[config.mk]
export PLATFORM = sky130hd
export DESIGN_NAME = alu_arb
export DESIGN_NICKNAME = d
export VERILOG_FILES = /design/src/rtl/alu_pkg.sv /design/src/rtl/rr_arb2.sv /design/src/rtl/alu_arb.sv
export SDC_FILE = /design/constraint.sdc
export NUM_CORES = 1
export LEC_CHECK = 0
export ABC_CLOCK_PERIOD_IN_PS = 2100
export CAP_MARGIN = 20
export CORE_UTILIZATION = 36
export CTS_CLUSTER_SIZE = 28
export DETAILED_ROUTE_END_ITERATION = 16
export GPL_TIMING_DRIVEN = 1
export PLACE_DENSITY = 0.75
export SLEW_MARGIN = 20
export SYNTH_ARGS = -nofsm -noshare
export SYNTH_HDL_FRONTEND = slang
export SYNTH_SLANG_ARGS = --single-unit
export TNS_END_PERCENT = 5
[constraint.sdc]
create_clock -name clk -period 2.1 [get_ports clk]
set_clock_uncertainty 0.15 [all_clocks]
set_input_delay 0.42 -clock clk [delete_from_list [all_inputs] [get_ports clk]]
set_output_delay 0.42 -clock clk [all_outputs]
set_load 0.01 [all_outputs]
[src/rtl/alu_pkg.sv]
// Shared definitions for the ALU request arbiter: FSM state codes, op width and
// the bit layout of the packed response word.
package alu_pkg;

  localparam int unsigned OP_W      = 3;
  localparam int unsigned N_DEFAULT = 4;

  typedef logic [1:0] state_t;

  localparam state_t IDLE = 2'd0;
  localparam state_t EXEC = 2'd1;
  localparam state_t RESP = 2'd2;

  // rsp_data = {zero, overflow, carry, result[N-1:0]}; flag offsets are relative to N
  localparam int unsigned RSP_RESULT_LSB = 0;
  localparam int unsigned RSP_CARRY_REL  = 0;
  localparam int unsigned RSP_OVF_REL    = 1;
  localparam int unsigned RSP_ZERO_REL   = 2;

endpackage

[src/rtl/rr_arb2.sv]
// Two-way round-robin arbiter. On contention the requester not granted last wins;
// the pointer moves only when a grant is issued.
module rr_arb2 (
  input  logic       clk,
  input  logic       rst,
  input  logic       en,
  input  logic [1:0] valid,
  output logic [1:0] grant
);

  // Id of the most recent grant; reset to 1 so requester 0 wins the first contention.
  logic last_q;

  always_comb begin
    grant = 2'b00;
    if (en) begin
      case (valid)
        2'b01:   grant = 2'b01;
        2'b10:   grant = 2'b10;
        2'b11:   grant = last_q ? 2'b01 : 2'b10;
        default: grant = 2'b00;
      endcase
    end
  end

  always_ff @(posedge clk) begin
    if (rst) begin
      last_q <= 1'b1;
    end else if (|grant) begin
      last_q <= grant[1];
    end
  end

endmodule

[src/rtl/alu_arb.sv]
// Arbitrates two requesters onto one external ALU: grant in IDLE, drive the ALU for
// one cycle in EXEC, then hold the captured result in RESP until it is consumed.
module alu_arb
  import alu_pkg::*;
#(
  parameter int unsigned N = N_DEFAULT
) (
  input  logic              clk,
  input  logic              rst,
  input  logic [1:0]        req_valid,
  output logic [1:0]        req_ready,
  input  logic [2*OP_W-1:0] req_op,
  input  logic [2*N-1:0]    req_a,
  input  logic [2*N-1:0]    req_b,
  output logic              rsp_valid,
  input  logic              rsp_ready,
  output logic              rsp_id,
  output logic [N+2:0]      rsp_data,
  output logic              alu_en,
  output logic [OP_W-1:0]   alu_op,
  output logic [N-1:0]      alu_a,
  output logic [N-1:0]      alu_b,
  input  logic [N-1:0]      alu_result,
  input  logic              alu_carry,
  input  logic              alu_overflow,
  input  logic              alu_zero,
  output logic              busy
);

  state_t          state_q, state_d;
  logic [1:0]      grant;
  logic            arb_en;
  logic            accept;
  logic            acc_id;
  logic [OP_W-1:0] op_q;
  logic [N-1:0]    a_q, b_q;
  logic            id_q;
  logic [N+2:0]    rsp_data_q;
  logic [N+2:0]    alu_pack;

  assign arb_en = (state_q == IDLE);

  rr_arb2 u_arb (
    .clk   (clk),
    .rst   (rst),
    .en    (arb_en),
    .valid (req_valid),
    .grant (grant)
  );

  // Grant only ever names a valid requester, so a grant is an acceptance.
  assign req_ready = grant;
  assign accept    = |grant;
  assign acc_id    = grant[1];

  always_comb begin
    state_d = state_q;
    case (state_q)
      IDLE:    if (accept) state_d = EXEC;
      EXEC:    state_d = RESP;
      RESP:    if (rsp_ready) state_d = IDLE;
      default: state_d = IDLE;
    endcase
  end

  always_comb begin
    alu_pack                          = '0;
    alu_pack[RSP_RESULT_LSB +: N]     = alu_result;
    alu_pack[N + RSP_CARRY_REL]       = alu_carry;
    alu_pack[N + RSP_OVF_REL]         = alu_overflow;
    alu_pack[N + RSP_ZERO_REL]        = alu_zero;
  end

  always_ff @(posedge clk) begin
    if (rst) begin
      state_q    <= IDLE;
      op_q       <= '0;
      a_q        <= '0;
      b_q        <= '0;
      id_q       <= 1'b0;
      rsp_data_q <= '0;
    end else begin
      state_q <= state_d;
      if (accept) begin
        op_q <= acc_id ? req_op[2*OP_W-1:OP_W] : req_op[OP_W-1:0];
        a_q  <= acc_id ? req_a[2*N-1:N] : req_a[N-1:0];
        b_q  <= acc_id ? req_b[2*N-1:N] : req_b[N-1:0];
        id_q <= acc_id;
      end
      if (state_q == EXEC) begin
        rsp_data_q <= alu_pack;
      end
    end
  end

  assign alu_en    = (state_q == EXEC);
  assign alu_op    = op_q;
  assign alu_a     = a_q;
  assign alu_b     = b_q;
  assign rsp_valid = (state_q == RESP);
  assign rsp_id    = id_q;
  assign rsp_data  = rsp_data_q;
  assign busy      = (state_q != IDLE);

endmodule

==> key figures <==
GRT
  • GRT overflow: 0
  • Largest net degree at the start of global routing: 24
  • First-pass GRT wire length: 4710 µm
  • Vias in the first global route: 1107
  • Antenna violations before repair: 0
  • Gr usage total: 18.6%

Yosys
  • Cells after Synth: 120
  • Cell Area, Synth: 1050 µm²
  • Warnings from Yosys: 0
  • Syn_area_per_cell: 8.78 µm²
  • Cell variety after synth: 21
  • Synth Register Bits: 22
  • Seq/Total Area, Yosys: 41.8%
  • Synthesized net count: 154

Clock tree
  • Clk pin slew, worst setup/hold paths: 0.12 ns
  • CTS Buffer Depth: 2
  • Clock sink count: 22
  • H-tree depth: 1
  • CTS root buf: clkbuf_4
  • Num CTS Buffers: 3
  • Post-CTS Setup Inserts: 0
  • Worst-skew pair later-pin latency: 0.31 ns
  • CTS tree: done

Worst setup path
  • Crit path launch type: flip-flop
  • CP Max Fanout: 4
  • CP Data Required Time: 1.53 ns
  • FF-to-FF Start: state_q[1]
  • Crit Path Category: reg2out
  • Register-to-register path setup slack: 0.51 ns
  • Crit path capture type: output pin
  • WP data arrival: 1.45 ns
  • Worst Setup SP: state_q[1]

Power
  • Leak: 0.640 nW
  • Pwr Total: 0.00110 W
  • Power density cells: 650 nW/µm²
  • VDD IR-drop max: 0.568 mV

Run status
  • Status: finished clean

Floorplan
  • Row cnt: 19
  • Core area: 2760 µm²
  • Die Area: 3150 µm²
  • Initial Utilization: 38.2%
  • # IOs: 58
  • Die Span Y: 56.1 µm
  • Die outline width: 56.1 µm

Worst hold path
  • Worst min-delay path category: reg2reg
  • HP Start: rsp_data[3]

Route
  • Vias: 1134
  • DR iter-0 viols: 35
  • Vias per cell: 5.37
  • ANT nets after route: 0
  • DR pass1 iterations: 4
  • Routed length per instance: 14.4 µm
  • # DRC: 0
  • Drt total wl: 3030 µm

STA
  • Tmin final: 2.02 ns
  • Fmax: 495 MHz
  • Rel. slew slack: 73.3%
  • Measured slew at the worst slew-check pin: 0.401 ns
  • Period Utilization, post-route: 96.2%
  • Final Max Slew Viols: 0
  • RSZ-0062 raised after global routing: false
  • Setup violators final: 0
  • Final hold vios: 0

Layout
  • Finished Cell Area: 1700 µm²
  • Final #Nets: 215
  • Final Core Density: 61.6%
  • Final std cells w/o fill: 211
  • Layout cells sized above 1: 16.1%
  • Area delta synth->final: 61.3%
  • ANT cells: 0

Placed design
  • Placed Instances: 207
  • Detailed placement HPWL: 2300 µm
  • PortBufs: 57
  • Placed Area: 1670 µm²
  • Placer Congestion: 0.766

Job
  • Max-cap viol count: 0
==> layout make-up <==
cell class                 instances  area, µm²
sequential                        22        440
timing repair buffer              67        636
clock buffer                       4       36.3
multi-input combinational         82        529
inverter                           5       18.8
fill                             262       1060
tap                               31       38.8
==> path summary, 6_finish.rpt <==
kind / endpoint / cells past startpoint
max: busy / 4
min: rsp_data[3] / 2
min reg2reg: rsp_data[3] / 2
max reg2reg: alu_b[1] / 5
==> layer usage <==
| metal | GRT usage, % | routed length [µm] | up-vias |
|---|---|---|---|
| met4 | 2.09 | 13 | 0 |
| met5 | 0 | 0 | - |
| met2 | 35.9 | 1660 | 34 |
| li1 | - | - | 562 |
| met1 | 20.7 | 1210 | 535 |
| met3 | 5.12 | 145 | 3 |
==> cells in the mapped netlist <==
cell      count  area, µm²
a211o_1       1       8.76
a21oi_1      22        110
a311oi_1      2       17.5
a311oi_2      9        135
and2_4        1       8.76
buf_2         6       30.0
buf_6         2       22.5
clkbuf_1      2       7.51
clkbuf_4      1       7.51
dfxtp_1      22        440
inv_1         4       15.0
inv_2         1       3.75
nand2_1      17       63.8
nand2b_1      2       12.5
nand3_1       1       5.00
nand4_1      11       68.8
nor2_4        1       11.3
nor2b_1       2       12.5
o21ai_1      11       55.1
or2_4         1       8.76
or3b_1        1       8.76
==> sequential cells by signal (all words and copies together), names as in the netlist <==
signal and flops:
alu_a 4, alu_b 4, alu_op 3, rsp_data 7, rsp_id 1, state_q 2, u_arb.last_q 1
==> timing repair <==
action | CTS | global route
hold buffers | 0 | 0
setup endpoints to repair | 4 | 0
gates resized for setup | 9 | 0
==> critical path, stage by stage (launching register included) <==
cell and delay [ns]:
dfxtp_1 0.34, buf_4 0.15, nor2_4 0.13, inv_1 0.05, clkdlybuf4s50_1 0.47
==> stage by stage <==
step	setup slack, ns	TNS (ns)	hold WS [ns]
global route	0.00982	0	0.346
global placement	-0.393	-0.617	0.295
CTS	0.0664	0	0.314
finish	0.0807	0	0.313
floorplan	0.527	0	0.331
detailed placement	-0.436	-0.723	0.300
==> kinds of logic (layout without fill, tap and decap cells) <==
logic type / after synthesis / count (layout) / share of synthesized area (%)
buffers and inverters: 16 / 76 / 8.19
AND/OR/NAND/NOR: 37 / 37 / 19.0
AO/OA/AOI/OAI: 45 / 45 / 31.0
flip-flops: 22 / 22 / 41.8
==> cell usage in the layout (no fill, tap or decap), drive strengths merged, types with 2 or more instances in the layout <==
| cell | Yosys | routed |
|---|---|---|
| nand2 | 17 | 17 |
| inv | 5 | 5 |
| a21oi | 22 | 22 |
| a311oi | 11 | 11 |
| buf | 8 | 11 |
| nor2b | 2 | 2 |
| nand4 | 11 | 11 |
| dlygate4sd2 | 0 | 4 |
| o21ai | 11 | 11 |
| clkbuf | 3 | 4 |
| dfxtp | 22 | 22 |
| nand2b | 2 | 2 |
| clkdlybuf4s50 | 0 | 52 |
==> power by group <==
part | internal (W) | switching [W]
clock | 0.000106 | 0.000127
sequential | 0.000460 | 0.0000231
combinational | 0.000208 | 0.000179
No activity file was read; power rests on OpenSTA's default activity.
